--- src/rtl/flit_pipe_reg_if.sv ---
// Flit link bundle between an upstream producer and the pipeline register.
// The master drives flits, flush and downstream ready; the slave returns ready, output flit and occupancy.
interface flit_pipe_reg_if #(
    parameter int WIDTH = 16,
    parameter int DEPTH = 2
);
    localparam int OCC_W = $clog2(DEPTH + 1);

    logic             flush;
    logic             in_valid;
    logic [WIDTH-1:0] in_data;
    logic             in_ready;
    logic             out_valid;
    logic [WIDTH-1:0] out_data;
    logic             out_ready;
    logic [OCC_W-1:0] occupancy;

    modport master (
        output flush, in_valid, in_data, out_ready,
        input  in_ready, out_valid, out_data, occupancy
    );

    modport slave (
        input  flush, in_valid, in_data, out_ready,
        output in_ready, out_valid, out_data, occupancy
    );
endinterface

--- src/rtl/flit_pipe_reg.sv ---
// Elastic DEPTH-stage flit pipeline register with valid/ready backpressure,
// bubble collapsing, synchronous flush and a registered occupancy count.
module flit_pipe_reg #(
    parameter int               WIDTH     = 16,
    parameter int               DEPTH     = 2,
    parameter logic [WIDTH-1:0] RESET_VAL = '0
) (
    input  logic           clk,
    input  logic           clr,
    flit_pipe_reg_if.slave bus
);
    localparam int OCC_W = $clog2(DEPTH + 1);

    logic [DEPTH-1:0] w_v;
    logic [WIDTH-1:0] w_d [DEPTH];
    logic [DEPTH-1:0] w_ready;
    logic             w_in_xfer;
    logic             w_out_xfer;
    logic [OCC_W-1:0] r_occ;

    assign bus.in_ready  = w_ready[0] && !bus.flush;
    assign w_in_xfer     = bus.in_valid && bus.in_ready;
    assign w_out_xfer    = w_v[DEPTH-1] && bus.out_ready;
    assign bus.out_valid = w_v[DEPTH-1];
    assign bus.out_data  = w_d[DEPTH-1];
    assign bus.occupancy = r_occ;

    for (genvar gi = 0; gi < DEPTH; gi++) begin : g_stage
        logic             r_v;
        logic [WIDTH-1:0] r_d;
        logic             w_prev_v;
        logic [WIDTH-1:0] w_prev_d;

        // A stage can move whenever any stage at or after it has a bubble,
        // or the tail is draining; flattened to avoid a combinational chain.
        assign w_ready[gi] = ~(&w_v[DEPTH-1:gi]) | bus.out_ready;

        if (gi == 0) begin : g_head
            assign w_prev_v = w_in_xfer;
            assign w_prev_d = bus.in_data;
        end else begin : g_body
            assign w_prev_v = w_v[gi-1];
            assign w_prev_d = w_d[gi-1];
        end

        always_ff @(posedge clk or posedge clr) begin
            if (clr) begin
                r_v <= 1'b0;
                r_d <= RESET_VAL;
            end else if (bus.flush) begin
                r_v <= 1'b0;
                r_d <= RESET_VAL;
            end else if (w_ready[gi]) begin
                r_v <= w_prev_v;
                if (w_prev_v) begin
                    r_d <= w_prev_d;
                end
            end
        end

        assign w_v[gi] = r_v;
        assign w_d[gi] = r_d;
    end

    always_ff @(posedge clk or posedge clr) begin
        if (clr) begin
            r_occ <= '0;
        end else if (bus.flush) begin
            r_occ <= '0;
        end else if (w_in_xfer && !w_out_xfer) begin
            r_occ <= r_occ + OCC_W'(1);
        end else if (w_out_xfer && !w_in_xfer) begin
            r_occ <= r_occ - OCC_W'(1);
        end
    end
endmodule
--- src/flat_wrapper.sv ---
// flat-port wrapper written by rule: the top's interface ports become plain ports
module flit_pipe_reg_flat 
#(
    parameter int               WIDTH     = 16,
    parameter int               DEPTH     = 2,
    parameter logic [WIDTH-1:0] RESET_VAL = '0
)
  (clk, clr, bus_flush, bus_in_valid, bus_in_data, bus_out_ready, bus_in_ready, bus_out_valid, bus_out_data, bus_occupancy);
  flit_pipe_reg_if #(.WIDTH(WIDTH), .DEPTH(DEPTH)) bus_i ();
  input  logic clk;
  input  logic clr;
  input wire logic [$bits(bus_i.flush)-1:0] bus_flush;
  input wire logic [$bits(bus_i.in_valid)-1:0] bus_in_valid;
  input wire logic [$bits(bus_i.in_data)-1:0] bus_in_data;
  input wire logic [$bits(bus_i.out_ready)-1:0] bus_out_ready;
  output wire logic [$bits(bus_i.in_ready)-1:0] bus_in_ready;
  output wire logic [$bits(bus_i.out_valid)-1:0] bus_out_valid;
  output wire logic [$bits(bus_i.out_data)-1:0] bus_out_data;
  output wire logic [$bits(bus_i.occupancy)-1:0] bus_occupancy;
  assign bus_i.flush = bus_flush;
  assign bus_i.in_valid = bus_in_valid;
  assign bus_i.in_data = bus_in_data;
  assign bus_i.out_ready = bus_out_ready;
  assign bus_in_ready = bus_i.in_ready;
  assign bus_out_valid = bus_i.out_valid;
  assign bus_out_data = bus_i.out_data;
  assign bus_occupancy = bus_i.occupancy;
  flit_pipe_reg #(.WIDTH(WIDTH), .DEPTH(DEPTH), .RESET_VAL(RESET_VAL)) u_core (.clk(clk), .clr(clr), .bus(bus_i));
endmodule
--- config.mk ---
export PLATFORM = sky130hd
export DESIGN_NAME = flit_pipe_reg_flat
export DESIGN_NICKNAME = d
export VERILOG_FILES = /design/src/rtl/flit_pipe_reg_if.sv /design/src/rtl/flit_pipe_reg.sv /design/src/flat_wrapper.sv
export SDC_FILE = /design/constraint.sdc
export NUM_CORES = 1
export LEC_CHECK = 0
export ABC_AREA = 1
export CAP_MARGIN = 20
export CORE_MARGIN = 1.5
export CORE_UTILIZATION = 45
export DETAILED_ROUTE_END_ITERATION = 16
export GPL_ROUTABILITY_DRIVEN = 0
export PLACE_DENSITY = 0.82
export SLEW_MARGIN = 20
export SYNTH_ARGS = -nofsm -noshare
export SYNTH_HDL_FRONTEND = slang
export SYNTH_SLANG_ARGS = --single-unit
--- constraint.sdc ---
create_clock -name clk -period 1.7 [get_ports clk]
set_clock_uncertainty 0.15 [all_clocks]
set_input_delay 0.425 -clock clk [delete_from_list [all_inputs] [get_ports clk]]
set_output_delay 0.425 -clock clk [all_outputs]
set_load 0.03 [all_outputs]
==> results.sh, run 1 <==
export IMPL_diodes=0
export IMPL_clockBufferDepth=2
export IMPL_crit_arrival_ns=1.15
export IMPL_clkTransAtPathRegs_ns=0.10
export IMPL_startpoint_type="flip-flop"
export IMPL_synth_nets=180
export IMPL_synth_seq_cells=36
export IMPL_rows=20
export IMPL_status="finished, violations left"
export IMPL_setup_viol=1
export IMPL_drc_errors=0
export IMPL_insertion_delay_ns=0.34
export IMPL_ys_warnings_count=0
export IMPL_utilization_pct=68.0
export IMPL_drt_wl_total_mm=3.78
export IMPL_rsz0062_at_grt="yes"
export IMPL_report_final_slew_viol_count=0
export IMPL_drtPass1Iterations=4
export IMPL_worst_slack_ns=-0.0208
export IMPL_grt_pass1_wl_mm=6.34
export IMPL_placement_io_buffers=40
export IMPL_fp_dieW_um=60.4
export IMPL_globalRouteTotalUtil_pct=24.2
export IMPL_syn_inst=159
export IMPL_leakage_uw=0.000988
export IMPL_layout_drive_gt1_share_pct=18.3
export IMPL_first_iter_violations=62
export IMPL_hpwl_mm=2.62
export IMPL_end_kind="output pin"
export IMPL_syn2layout_area_growth_pct=41.3
export IMPL_period_share_pct=101
export IMPL_clock_fmax_ghz=0.581
export IMPL_h_tree_depth=2
export IMPL_avgSynthCellArea_um2=9.31
export IMPL_coreArea_um2=3080
export IMPL_crit_chain="nand2_1 > nor2_2 > nor2_4 > buf_6"
export IMPL_drv_cap=0
export IMPL_setup_tns_final_ns=-0.0208
export IMPL_syn_area_um2=1480
export IMPL_synth_yosys_seq_area_share_pct=60.9
export IMPL_start_util_pct=48.1
export IMPL_synth_cell_types=15
export IMPL_ant_nets=0
export IMPL_final_nets=238
export IMPL_worst_pin_slew_ns=0.310
export IMPL_vias=1361
export IMPL_cts_root_buffer="clkbuf_4"
export IMPL_antenna_found_initial=0
export IMPL_power_density_nw_per_um2=794
export IMPL_avgViaCountPerCell=5.19
export IMPL_crit_required_ns=1.12
export IMPL_min_period_ns=1.72
export IMPL_die_height_um=60.4
export IMPL_final_cell_mix="dfrtp_1 (36), nand3_1 (35), o21ai_0 (33), inv_1 (24), buf_4 (19)"
export IMPL_hold_viol_final=0
export IMPL_violations="negative setup slack"
export IMPL_dieArea_um2=3640
export IMPL_holdCritPathClass="primary input to asynchronous set/reset pin"
export IMPL_wl_per_cell_um=14.4
export IMPL_dp_slack_ns=-0.191
export IMPL_maxSlewHeadroom_pct=79.4
export IMPL_critPathKind="flip-flop to output pin"
export IMPL_grt_max_degree=37
export IMPL_stdcell_area_um2=2090
export IMPL_whs_ns=0.283
export IMPL_critPathMaxFanout=2
export IMPL_max_stage_delay_ns=0.40
export IMPL_ir_drop_mv=0.519
export IMPL_numCtsBuffers=5
export IMPL_cts_tree="yes"
export IMPL_layout_commonest_cell="dfrtp_1"
export IMPL_cp_slowest_cell="dfrtp_1"
export IMPL_grt_pass1_vias=1434
export IMPL_placed_cell_area_um2=2030
export IMPL_cts_sinks=36
export IMPL_io_pins=41
export IMPL_grt_overflow_total=0
==> cell families (layout without fill, tap and decap cells) <==
family	count (synthesis)	in the layout	synth area share (%)
buf+inv	32	91	8.88
simple gates	55	55	17.8
compound gates	36	36	12.4
flops	36	36	60.9
==> layout make-up <==
type / instances / area (um^2)
clock inverters: 2 / 10.0
multi-input cells: 91 / 455
flip-flops and latches: 36 / 901
inverters: 24 / 90.1
repair buffers: 59 / 529
fillers: 255 / 986
well taps: 44 / 55.1
clock buffers: 6 / 51.3
==> per-layer routing <==
metal | GRT usage (%) | wire (um) | vias to the layer above
met3 | 5.97 | 215 | 11
li1 | - | - | 640
met1 | 29.0 | 1540 | 660
met5 | 0 | 0 | -
met4 | 10.8 | 93 | 0
met2 | 41.3 | 1930 | 50
==> critical path, delay by kind of cell (launching register included) <==
kind	cells	cell delay, ns
and+or+nand+nor	3	0.25
DFF	1	0.40
buffers and inverters	1	0.15
==> metrics by stage <==
stage | total power (uW) | cells
final | 1660 | 262
after floorplan | 1060 | 159
after global placement | 1190 | 252
after detailed placement | 1200 | 252
after global routing | 1730 | 262
after CTS | 1670 | 262
==> path summary, 6_finish.rpt <==
kind | from | end | slack, ns | cells after the start
worst max-delay path | u_core.g_stage[0].r_v | bus_in_ready | -0.02 | 4
worst min-delay path | clr | u_core.bus.out_data[5] | 0.28 | 3
worst min register to register | u_core.bus.out_data[11] | u_core.bus.out_data[11] | 0.38 | 2
max in group asynchronous | clr | u_core.g_stage[0].r_v | 0.94 | 3
min in group clk | u_core.bus.out_data[11] | u_core.bus.out_data[11] | 0.38 | 2
worst max register to register | u_core.g_stage[0].r_v | u_core.bus.occupancy[1] | 0.30 | 8
==> registers in the layout, indices dropped and copies added, names as in the netlist <==
register / cells
u_core.bus.out_valid: 1
u_core.bus.out_data: 16
u_core.bus.occupancy: 2
u_core.g_stage.r_v: 1
u_core.g_stage.r_d: 16
==> cells in the mapped netlist, drive strengths merged <==
library cell  count  area share [%]
o21ai            34              12
inv              24             6.1
nand3            36              13
clkbuf            1            0.34
buf               7             2.5
nand2            15             3.8
a21oi             2            0.68
nand4             2            0.85
nor2              2            0.68
dfrtp            36              61
==> repair_timing <==
item	in CTS	in global routing
pin swaps	2	1
setup buffers	2	0
gates resized for setup	30	18
setup endpoints to repair	19	15
hold buffers	0	0
==> power by group <==
group	internal (uW)	leakage [uW]	switching (uW)	total, uW
Sequential	894	0.000487	18.0	912
Combinational	117	0.000462	158	275
Clock	197	0.0000380	278	475
Total	1210	0.000988	455	1660
(Power assumes the default switching activity.)
==> inputs of run 2 (changes only) <==
--- a/config.mk
+++ b/config.mk
@@ -12,7 +12,7 @@
 export DETAILED_ROUTE_END_ITERATION = 16
 export GPL_ROUTABILITY_DRIVEN = 0
 export PLACE_DENSITY = 0.82
-export SLEW_MARGIN = 20
+export SLEW_MARGIN = 30
 export SYNTH_ARGS = -nofsm -noshare
 export SYNTH_HDL_FRONTEND = slang
 export SYNTH_SLANG_ARGS = --single-unit
==> results of run 2 <==
The final DEF is identical to that of run 1; final timing and power are the same.
==> inputs of run 3 (changes only) <==
--- a/config.mk
+++ b/config.mk
@@ -10,8 +10,9 @@
 export CORE_MARGIN = 1.5
 export CORE_UTILIZATION = 45
 export DETAILED_ROUTE_END_ITERATION = 16
+export DONT_BUFFER_PORTS = 1
 export GPL_ROUTABILITY_DRIVEN = 0
-export PLACE_DENSITY = 0.82
+export PLACE_DENSITY = 0.66
 export SLEW_MARGIN = 30
 export SYNTH_ARGS = -nofsm -noshare
 export SYNTH_HDL_FRONTEND = slang
==> run 3 against run 2 <==
Effect of this change: the flow still finishes with violations (negative setup slack); sequential share of layout area up 10 points; sequential power grew 3.1%; first-iteration DRC count decreased by 61%; routed wire length down 9.5%; hold slack got worse by 0.25 ns; clock power is essentially flat; flip-flop and latch count did not move; global-route usage shrank 3.5 points; critical path depth down 1; register-to-register slack got worse by 0.24 ns; via count shrank 13%; critical endpoint unchanged; largest power group unchanged.
==> results.sh, run 3 (same netlist as run 1, synthesis figures left out) <==
export IMPL_ir_drop_mv=0.490
export IMPL_rsz0062_at_grt="yes"
export IMPL_rows=20
export IMPL_startpoint_type="flip-flop"
export IMPL_dieArea_um2=3640
export IMPL_diodes=0
export IMPL_hpwl_mm=2.08
export IMPL_final_cell_mix="dfrtp_1 (36), nand3_1 (35), o21ai_0 (32), inv_1 (24), nand2_1 (13)"
export IMPL_status="finished, violations left"
export IMPL_power_density_nw_per_um2=923
export IMPL_cts_root_buffer="clkbuf_4"
export IMPL_rrSetupSlack_ns=0.06
export IMPL_avgViaCountPerCell=5.45
export IMPL_min_period_ns=1.75
export IMPL_min_delay_path_depth=1
export IMPL_report_final_slew_viol_count=0
export IMPL_die_height_um=60.4
export IMPL_hold_viol_final=0
export IMPL_numCtsBuffers=5
export IMPL_syn2layout_area_growth_pct=14.6
export IMPL_violations="negative setup slack"
export IMPL_holdCritPathClass="primary input to flip-flop"
export IMPL_crit_chain="nand2_2 > nor2_4 > nor2_4"
export IMPL_drc_errors=0
export IMPL_cp_slowest_cell="dfrtp_1"
export IMPL_wl_per_cell_um=15.7
export IMPL_stdcell_area_um2=1700
export IMPL_critPathKind="flip-flop to output pin"
export IMPL_cts_tree="yes"
export IMPL_cpLargestDelayFamily="simple AND/OR/NAND/NOR gates"
export IMPL_grt_max_degree=37
export IMPL_globalRouteTotalUtil_pct=20.7
export IMPL_drtPass1Iterations=4
export IMPL_placement_io_buffers=0
export IMPL_worst_pin_slew_ns=0.445
export IMPL_crit_arrival_ns=1.18
export IMPL_grt_overflow_total=0
export IMPL_setup_viol=1
export IMPL_max_stage_delay_ns=0.42
export IMPL_antenna_found_initial=0
export IMPL_crit_top_cell="nor2_4"
export IMPL_drv_cap=0
export IMPL_end_kind="output pin"
export IMPL_h_tree_depth=2
export IMPL_setup_tns_final_ns=-0.0502
export IMPL_path_depth=3
export IMPL_drt_wl_total_mm=3.42
export IMPL_placed_cell_area_um2=1530
export IMPL_worst_slack_ns=-0.0502
export IMPL_busiest_layer="met2"
export IMPL_first_iter_violations=24
export IMPL_critPathMaxFanout=5
export IMPL_insertion_delay_ns=0.34
export IMPL_start_util_pct=48.1
export IMPL_coreArea_um2=3080
export IMPL_crit_buf_inv=0
export IMPL_crit_required_ns=1.12
export IMPL_clockBufferDepth=2
export IMPL_period_share_pct=103
export IMPL_fp_dieW_um=60.4
export IMPL_layout_drive_gt1_share_pct=14.5
export IMPL_clkTransAtPathRegs_ns=0.12
export IMPL_io_pins=41
export IMPL_met2_usage_pct=34.9
export IMPL_final_nets=193
export IMPL_vias=1182
export IMPL_clock_fmax_ghz=0.571
export IMPL_r2r_cells=7
export IMPL_leakage_uw=0.000782
export IMPL_grt_use_met1_pct=23.5
export IMPL_grtUsageMet3_pct=6.82
export IMPL_maxSlewHeadroom_pct=70.3
export IMPL_layout_commonest_cell="dfrtp_1"
export IMPL_ant_nets=0
export IMPL_cts_sinks=36
export IMPL_grt_pass1_wl_mm=5.46
export IMPL_grt_pass1_vias=1268
## run 3: final cells by class
cell class	count	area, um^2
clock buffers	8	58.8
fillers	292	1380
inverters	24	90.1
multi-input cells	93	497
flip-flops and latches	36	901
well taps	44	55.1
repair buffers	12	95.1
## run 3: report_power, final
part	internal [uW]	switching, uW
combinational	48.7	103
sequential	893	47.0
clock	204	269
total	1150	419
## run 3: final timing paths
check,start,to
setup / recovery,u_core.g_stage[0].r_v,bus_in_ready
hold / removal,bus_flush,u_core.bus.out_valid
setup reg to reg,u_core.g_stage[0].r_v,u_core.g_stage[0].r_d[13]
hold reg to reg,u_core.g_stage[0].r_d[6],u_core.bus.out_data[6]
max in group asynchronous,clr,u_core.bus.out_data[10]
min in group asynchronous,clr,u_core.g_stage[0].r_d[15]
## run 3: per-layer routing
metal / part of all wire, % / up-vias / routed length [um]
li1: - / 551 / -
met4: 1.3 / 0 / 45
met3: 8.1 / 5 / 277
met2: 48 / 43 / 1650
met5: 0 / - / 0
met1: 42 / 583 / 1450
## run 3: what timing repair did
item,4_1_cts,5_1_grt
gates cloned,2,0
setup endpoints to repair,18,5
setup buffers,4,1
resized for setup,6,3
pin swaps,3,3
hold endpoints to repair,37,0
hold buffers,2,0
## run 3: through the flow
stage	power, uW	cells	hold WS, ns	utilization (%)	setup slack (ns)
2_1_floorplan	1060	159	0.338	-	0.00271
5_1_grt	1630	217	0.0430	55.1	-0.0733
3_3_place_gp	1080	200	0.284	49.8	-0.0630
3_5_place_dp	1090	200	0.299	49.8	-0.111
4_1_cts	1560	216	0.0348	54.5	-0.0505
6_report	1570	217	0.0325	55.1	-0.0502
